**src/rtl/rotate_left_seq_if.sv**
```systemverilog
// Handshake and data bundle between the ALU sequencer and the multi-cycle rotate-left unit.
interface rotate_left_seq_if;
    localparam int unsigned DATA_W = 32;
    localparam int unsigned CNT_W  = 5;

    logic              start;
    logic [DATA_W-1:0] value;
    logic [CNT_W-1:0]  count;
    logic              busy;
    logic              done;
    logic [DATA_W-1:0] result;

    modport master (output start, output value, output count,
                    input  busy,  input  done,  input  result);
    modport slave  (input  start, input  value, input  count,
                    output busy,  output done,  output result);
endinterface

```
**src/rtl/rotate_left_seq.sv**
```systemverilog
// Multi-cycle 32-bit rotate-left: rotates by up to STEP bits per clock under a start/busy/done handshake.
module rotate_left_seq #(
    parameter int unsigned STEP = 1
) (
    input  logic              clk,
    input  logic              clr,
    rotate_left_seq_if.slave  bus
);
    localparam int unsigned DATA_W = 32;
    localparam int unsigned CNT_W  = 5;
    localparam logic [CNT_W-1:0] STEP_W = CNT_W'(STEP);

    if (!(STEP == 1 || STEP == 2 || STEP == 4 || STEP == 8)) begin : g_bad_step
        $error("rotate_left_seq: STEP must be 1, 2, 4 or 8");
    end

    typedef enum logic [1:0] {
        IDLE = 2'd0,
        RUN  = 2'd1,
        DONE = 2'd2
    } state_t;

    state_t             state_q, state_d;
    logic [DATA_W-1:0]  work_q,   work_d;
    logic [CNT_W-1:0]   rem_q,    rem_d;
    logic [DATA_W-1:0]  result_q, result_d;
    logic               busy_q,   busy_d;
    logic               done_q,   done_d;

    logic [CNT_W-1:0]   step_k;
    logic [CNT_W-1:0]   rem_next;
    logic [DATA_W-1:0]  work_rot;

    function automatic logic [DATA_W-1:0] rotl(input logic [DATA_W-1:0] x,
                                                input logic [CNT_W-1:0]  k);
        logic [CNT_W:0] back;
        back = (CNT_W+1)'(DATA_W) - {1'b0, k};
        // A zero amount yields x >> 32 == 0, so the OR collapses to x.
        return (x << k) | (x >> back);
    endfunction

    // Final partial step rotates by the remainder only.
    always_comb begin
        step_k   = (rem_q < STEP_W) ? rem_q : STEP_W;
        rem_next = rem_q - step_k;
        work_rot = rotl(work_q, step_k);
    end

    always_comb begin
        state_d  = state_q;
        work_d   = work_q;
        rem_d    = rem_q;
        result_d = result_q;
        busy_d   = 1'b0;
        done_d   = 1'b0;

        unique case (state_q)
            IDLE, DONE: begin
                state_d = IDLE;
                if (bus.start) begin
                    work_d = bus.value;
                    rem_d  = bus.count;
                    if (bus.count == '0) begin
                        state_d  = DONE;
                        result_d = bus.value;
                        done_d   = 1'b1;
                    end else begin
                        state_d = RUN;
                        busy_d  = 1'b1;
                    end
                end
            end
            RUN: begin
                work_d = work_rot;
                rem_d  = rem_next;
                if (rem_next == '0) begin
                    state_d  = DONE;
                    result_d = work_rot;
                    done_d   = 1'b1;
                end else begin
                    busy_d = 1'b1;
                end
            end
            default: begin
                state_d = IDLE;
            end
        endcase
    end

    always_ff @(posedge clk) begin
        if (clr) begin
            state_q  <= IDLE;
            work_q   <= '0;
            rem_q    <= '0;
            result_q <= '0;
            busy_q   <= 1'b0;
            done_q   <= 1'b0;
        end else begin
            state_q  <= state_d;
            work_q   <= work_d;
            rem_q    <= rem_d;
            result_q <= result_d;
            busy_q   <= busy_d;
            done_q   <= done_d;
        end
    end

    assign bus.busy   = busy_q;
    assign bus.done   = done_q;
    assign bus.result = result_q;
endmodule

```
**src/flat_wrapper.sv**
```systemverilog
// flat-port wrapper written by rule: the top's interface ports become plain ports
module rotate_left_seq_flat 
#(
    parameter int unsigned STEP = 1
)
  (clk, clr, bus_start, bus_value, bus_count, bus_busy, bus_done, bus_result);
  rotate_left_seq_if bus_i ();
  input  logic clk;
  input  logic clr;
  input wire logic [$bits(bus_i.start)-1:0] bus_start;
  input wire logic [$bits(bus_i.value)-1:0] bus_value;
  input wire logic [$bits(bus_i.count)-1:0] bus_count;
  output wire logic [$bits(bus_i.busy)-1:0] bus_busy;
  output wire logic [$bits(bus_i.done)-1:0] bus_done;
  output wire logic [$bits(bus_i.result)-1:0] bus_result;
  assign bus_i.start = bus_start;
  assign bus_i.value = bus_value;
  assign bus_i.count = bus_count;
  assign bus_busy = bus_i.busy;
  assign bus_done = bus_i.done;
  assign bus_result = bus_i.result;
  rotate_left_seq #(.STEP(STEP)) u_core (.clk(clk), .clr(clr), .bus(bus_i));
endmodule
```
**config.mk**
```make
export PLATFORM = sky130hd
export DESIGN_NAME = rotate_left_seq_flat
export DESIGN_NICKNAME = d
export VERILOG_FILES = /design/src/rtl/rotate_left_seq_if.sv /design/src/rtl/rotate_left_seq.sv /design/src/flat_wrapper.sv
export SDC_FILE = /design/constraint.sdc
export NUM_CORES = 1
export LEC_CHECK = 0
export BUFFER_PORTS_ARGS = -buffer_cell sky130_fd_sc_hd__clkbuf_2
export CORE_ASPECT_RATIO = 0.5
export CORE_MARGIN = 2
export CORE_UTILIZATION = 58
export CTS_BUF_LIST = sky130_fd_sc_hd__clkbuf_4
export DETAILED_ROUTE_END_ITERATION = 8
export GPL_ROUTABILITY_DRIVEN = 0
export PLACE_DENSITY = 0.88
export SLEW_MARGIN = 5
export SYNTH_ARGS = -nofsm -noshare
export SYNTH_HDL_FRONTEND = slang
export SYNTH_SLANG_ARGS = --single-unit
```
**constraint.sdc**
```tcl
create_clock -name clk -period 4 [get_ports clk]
set_input_delay 0.6 -clock clk [delete_from_list [all_inputs] [get_ports clk]]
set_output_delay 0.6 -clock clk [all_outputs]
set_load 0.01 [all_outputs]
```
# --- Yosys cells after proc, flatten, opt, wreduce, memory -nomap -nowiden ---
# Index checks and enable logic that the tools add are counted.
# W data, S select, Z words.
word_totals:
  register_bits: 73
  inputBits: 40
  out_inout_bits: 34
  elab_cells: 45
classes:
  add_sub_neg: 2
  n_lt_le_gt_ge: 1
  n_eq_ne: 5
  n_shift: 2
  mux: 21
  bitwise_logic: 1
  reduce_logical: 7
ops:
  columns: ["cell", "count"]
  rows:
  - ["$mux W32", 4]
  - ["$pmux W32 S2", 2]
  - ["$or A32 B32 Y32", 1]
  - ["$shl A32 B5 Y32", 1]
  - ["$shr A32 B6 Y32", 1]
  - ["$logic_not A5 Y1", 2]
  - ["$mux W5", 2]
  - ["$pmux W5 S2", 1]
  - ["$mux W1", 6]
  - ["$mux W2", 3]
  - ["$sub A6 B5 Y6 const A", 1]
  - ["$lt A5 B1 Y1 const B", 1]
  - ["$sub A5 B5 Y5", 1]
  - ["$ne A2 B1 Y1 const B", 2]
  - ["$pmux W1 S2", 2]
  - ["$pmux W2 S2", 1]
  - ["$reduce_and A4 Y1", 1]
  - ["$eq A2 B1 Y1 const B", 1]
  - ["$eq A2 B2 Y1 const B", 1]
  - ["$logic_not A2 Y1", 1]
  - ["$ne A2 B2 Y1 const B", 1]
  - ["$reduce_and A2 Y1", 1]
  - ["$reduce_bool A2 Y1", 1]
  - ["$reduce_or A2 Y1", 1]

# --- Logic depth before layout (Yosys ltp) ---
depth:
  depth_word: 7
  mapped_depth: 12
  depth_no_buf: 9

# --- Worst setup path after synthesis ---
# Ideal clock, no wire load.
synth_path:
  kind: "reg-to-reg"
  from: "register u_core.rem_q[1]"
  to: "register u_core.work_q[13]"
  arrival_ns: 2.767
  setup_slack_ns: 1.101
  path_stages_with_launch: 12
  n_path_buf: 4
  cell_sequence: "dfxtp_1 nor2_2 nand2_1 buf_4 inv_2 buf_4 ha_1 clkbuf_1 buf_1 mux4_2 a211oi_1 nor4_1"
synth_via:
  elab_chain_len: 6
  elab_cells_between_ends: 7
  classes_between: "1 x add/sub; 1 x order compare; 2 x shift; 2 x mux; 1 x bitwise"
synth_lines:
  columns: ["item", "line", "source"]
  rows:
  - ["from (decl)", "rotate_left_seq.sv:25", "logic [CNT_W-1:0] rem_q, rem_d;"]
  - ["from (signal assigned)", "rotate_left_seq.sv:101", "rem_q <= rem_d;"]
  - ["$lt A5 B1 Y1", "rotate_left_seq.sv:44", "step_k = (rem_q < STEP_W) ? rem_q : STEP_W;"]
  - ["$mux W5 (*)", "rotate_left_seq.sv:44", null]
  - ["$sub A6 B5 Y6", "rotate_left_seq.sv:37", "back = (CNT_W+1)'(DATA_W) - {1'b0, k};"]
  - ["$shr A32 B6 Y32", "rotate_left_seq.sv:39", "return (x << k) | (x >> back);"]
  - ["$or A32 B32 Y32 (*)", "rotate_left_seq.sv:39", null]
  - ["$pmux W32 S2 (*)", "rotate_left_seq.sv:57", "unique case (state_q)"]
  - ["to (signal assigned)", "rotate_left_seq.sv:100", "work_q <= work_d;"]
  - ["to (decl)", "rotate_left_seq.sv:24", "logic [DATA_W-1:0] work_q, work_d;"]
# Mark *: on every way between the ends. The rest lies on a longest branch, timed or not.
# A chain may end at the register's enable or synchronous reset.

# --- Final worst setup path ---
layout_path:
  from: "register u_core.rem_q[3]"
  to: "register u_core.result_q[19], in the netlist u_core.bus.result[19]"
layout_via:
  elab_chain_len: 7
  elab_cells_between_ends: 12
  classes_between: "2 x add/sub; 1 x order compare; 1 x eq/ne; 2 x shift; 3 x mux; 1 x bitwise; 2 x reduce/logical"
layout_lines:
  columns: ["item", "line", "source"]
  rows:
  - ["$lt A5 B1 Y1", "rotate_left_seq.sv:44", null]
  - ["$mux W5", "rotate_left_seq.sv:44", null]
  - ["$sub A6 B5 Y6", "rotate_left_seq.sv:37", null]
  - ["$shr A32 B6 Y32", "rotate_left_seq.sv:39", null]
  - ["$or A32 B32 Y32", "rotate_left_seq.sv:39", null]
  - ["$mux W32", "rotate_left_seq.sv:76", "if (rem_next == '0) begin"]
  - ["$pmux W32 S2", "rotate_left_seq.sv:57", null]
  - ["to (signal assigned)", "rotate_left_seq.sv:102", "result_q <= result_d;"]
  - ["to (decl)", "rotate_left_seq.sv:26", "logic [DATA_W-1:0] result_q, result_d;"]
# Parallel ways exist; a longest one is shown, timed or not. The select of a mux whose other input is x is not followed.

==> metrics.yaml <==
clocking:
  cts_tree: "built"
  ctsResizeCount: 0
  cts-htree-levels: 3
  cts_hold_buf: 0
  cts.sinks: 73
  clock_tree.buffer_depth: 2
  post-cts-setup-buffer-count: 0
  clkLatencyLatePin_ns: 0.45
  cts-root-buf: "clkbuf_4"
  clk_pin_slew_ns: 0.12
  cts_buffers: 9
yosys:
  synth_edf_count: 0
  synth_xor_area_frac: 0
  ys_seq_area_frac: 0.3566
  synth_fa_ha_area_frac: 0.006107
  ys.flop_type: "dfxtp_1"
  postSynth.asyncResetShare: 0
  ys_ff_latch: 73
  synthSimpleGateAreaFrac: 0.2656
  syn_inst: 549
  syn_area_per_cell_um2: 7.464
  synth_compound_area_frac: 0.2556
  synthMuxAreaShare: 0.06321
  netlist_area_um2: 4098
  synth.net_count: 591
  yosysUniqueCellTypes: 52
  yosys_warnings: 0
  synth_top_family_by_area: "simple AND/OR/NAND/NOR gates"
cells_and_area:
  syn_to_final_growth_pct: 13.98
  drive_gt1_frac: 0.2093
  stdcell_area_um2: 4671
  n_antenna_cell: 0
  fill_cells: 557
  fin_util: 0.6917
  nNetsFinal: 639
pwr:
  clockPowerShare: 0.244
  p_total_mw: 2.365
  power.density_nw_per_um2: 506.4
  leakagePower_nw: 1.789
  p_sw_uw: 910.2
  p_comb_frac: 0.363
  swShare: 0.3848
  power.internal_mw: 1.455
  seq_power_share: 0.392
  vdd_ir_drop_max_v: 0.0002455
timing:
  max_freq_mhz: 342.1
  fin_ws_ns: 1.077
  fin_setup_tns_ns: 0
  relSlewSlack: 0.2451
  drv_slew: 0
  period_minus_slack_ns: 2.923
  skew_ns: 0.01559
  min_period_over_period: 0.7308
  setup_violations: 0
  worstMarginPinSlew_ns: 1.132
  grt_setup_unrepaired: "no"
  hold_violations: 0
worst_setup_path:
  startpoint_type: "flip-flop"
  r2r-end: "u_core.bus.result[19]$_SDFFE_PP0P_"
  cp_max_fo: 19
  ff2ff_path_depth: 10
  cp-end-kind: "flip-flop"
  reg2reg_from: "u_core.rem_q[3]$_SDFFE_PP0P_"
  required_ns: 4.33
  cp.arrival_ns: 3.25
  ff2ff_setup_slack_ns: 1.08
  crit_start: "u_core.rem_q[3]$_SDFFE_PP0P_"
  path_class: "flip-flop to flip-flop"
placement:
  dp_hpwl_um: 7915
  placed_cell_area_um2: 4494
  place_ws_ns: 1.192
  port_buffers: 73
route:
  drtAntennaViolNets: 0
  first_pass_iters: 6
  viasPerCell: 6.451
  wl_per_cell_um: 17.46
  vias: 4477
  drt-initial-drc-count: 491
  drc: 0
  wl_um: 12120
global_routing:
  grt_pass1_vias: 3929
  grt_usage: 0.3163
  antenna_found_initial: 0
  grt_max_degree: 53
  grt_overflow: 0
  grt_pass1_wl_um: 19180
floorplan:
  fp.dieH_um: 63.44
  die_x_um: 122.9
  ioPinCount: 74
  dieArea_um2: 7794
  rows: 21
  start_util: 0.6068
  core-area_um2: 6753
min_path:
  holdCritStartpoint: "bus_value[20]"
  holdPathEnd: "u_core.work_q[20]$_SDFFE_PP0P_"
  worstHoldPathCells: 3
  min_path_type: "input pin to flip-flop"
run:
  drv_cap: 0
status:
  run_status: "finished clean"
## registers in the layout (all words and copies together), names as in the netlist
name,flops
u_core.bus.result,32
u_core.work_q,32
u_core.rem_q,5
u_core.state_q,2
u_core.bus.busy,1
u_core.bus.done,1
## placed cells by master, fill, tap and decap left out, drive strengths merged, types with 6 or more instances in the layout
cell type  synthesis  final
a211oi            23     23
a21oi             44     44
a221oi             6      6
a311oi            16     16
a31o               6      6
a31oi             15     15
buf               11     14
clkbuf            39     82
dfxtp             73     73
mux2               7      7
mux4               8      8
nand2             84     84
nand3             12     12
nor2              95     95
nor3              17     17
nor4              12     12
o211ai             6      6
o21ai             22     22
or3                7      7
## power by group through the flow
stage / clock [mW] / sequential [mW] / combinational, mW
floorplan: 0 / 0.919 / 0.612
global placement: 0 / 0.933 / 0.815
detailed placement: 0 / 0.937 / 0.835
CTS: 0.582 / 0.920 / 0.841
global route: 0.613 / 0.938 / 0.934
finish: 0.578 / 0.928 / 0.860
## worst max-delay path, stage by stage (launching register included)
cell and delay [ns]:
dfxtp_1 0.48, nor3_2 0.08, nand2_1 0.13, inv_2 0.17
ha_1 0.67, buf_4 0.32, mux2_2 0.36, a21oi_1 0.17
a211oi_1 0.13, a211oi_1 0.21, nor3_1 0.08
## through the flow
stage               hold WS (ns)  cells
floorplan                 0.4437    549
finish                    0.4018    694
detailed placement        0.4473    678
CTS                       0.3922    694
global route              0.4083    694
global placement          0.4404    678
## cells in the mapped netlist (all sizes together), types with 2 or more instances
library cell / number / area [um^2]
nor2: 95 / 359.1
nand2: 84 / 315.3
dfxtp: 73 / 1461
a21oi: 44 / 220.2
clkbuf: 39 / 146.4
a211oi: 23 / 172.7
o21ai: 22 / 113.9
nor3: 17 / 85.08
a311oi: 16 / 140.1
a31oi: 15 / 93.84
nand3: 12 / 60.06
nor4: 12 / 75.07
buf: 11 / 55.04
mux4: 8 / 180.2
mux2: 7 / 78.82
or3: 7 / 48.80
a221oi: 6 / 52.55
a31o: 6 / 52.56
o211ai: 6 / 45.04
and3: 5 / 31.28
nand3b: 5 / 37.54
o21a: 4 / 30.03
a32oi: 3 / 26.28
inv: 3 / 11.26
nor2b: 3 / 18.77
o41ai: 3 / 26.28
ha: 2 / 25.02
nand2b: 2 / 12.51
or4: 2 / 15.01
## area by class of cell
type,count,area (um^2),area share
inverters,3,11.26,0.002411
clock buffers,9,67.56,0.01447
flip-flops and latches,73,1461,0.3129
clock inverters,7,108.9,0.02331
repair buffers,87,470.5,0.1007
multi-input cells,423,2436,0.5216
well taps,92,115.1,0.02464
## worst max path at each step
stage / end
2_1_floorplan: u_core.work_q[13]$_SDFFE_PP0P_
3_3_place_gp: u_core.bus.result[22]$_SDFFE_PP0P_
6_report: u_core.bus.result[19]$_SDFFE_PP0P_
3_5_place_dp: u_core.bus.result[19]$_SDFFE_PP0P_
5_1_grt: u_core.bus.result[17]$_SDFFE_PP0P_
4_1_cts: u_core.bus.result[19]$_SDFFE_PP0P_
## logic make-up (layout without fill, tap and decap cells)
| group | after synthesis | in the layout |
|---|---|---|
| AO/OA/AOI/OAI | 157 | 157 |
| flip-flops | 73 | 73 |
| multiplexers | 15 | 15 |
| other | 1 | 1 |
| buffers and inverters | 53 | 106 |
| AND/OR/NAND/NOR | 248 | 248 |
| adder cells (fa/ha/maj) | 2 | 2 |
## routing by layer
layer	vias to the layer above	track usage	routed length, um
met1	2055	0.4308	5103
li1	2108	-	-
met5	-	0	0
met2	292	0.4717	5282
met3	22	0.1078	1547
met4	0	0.09770	182
(Power assumes the default switching activity.)
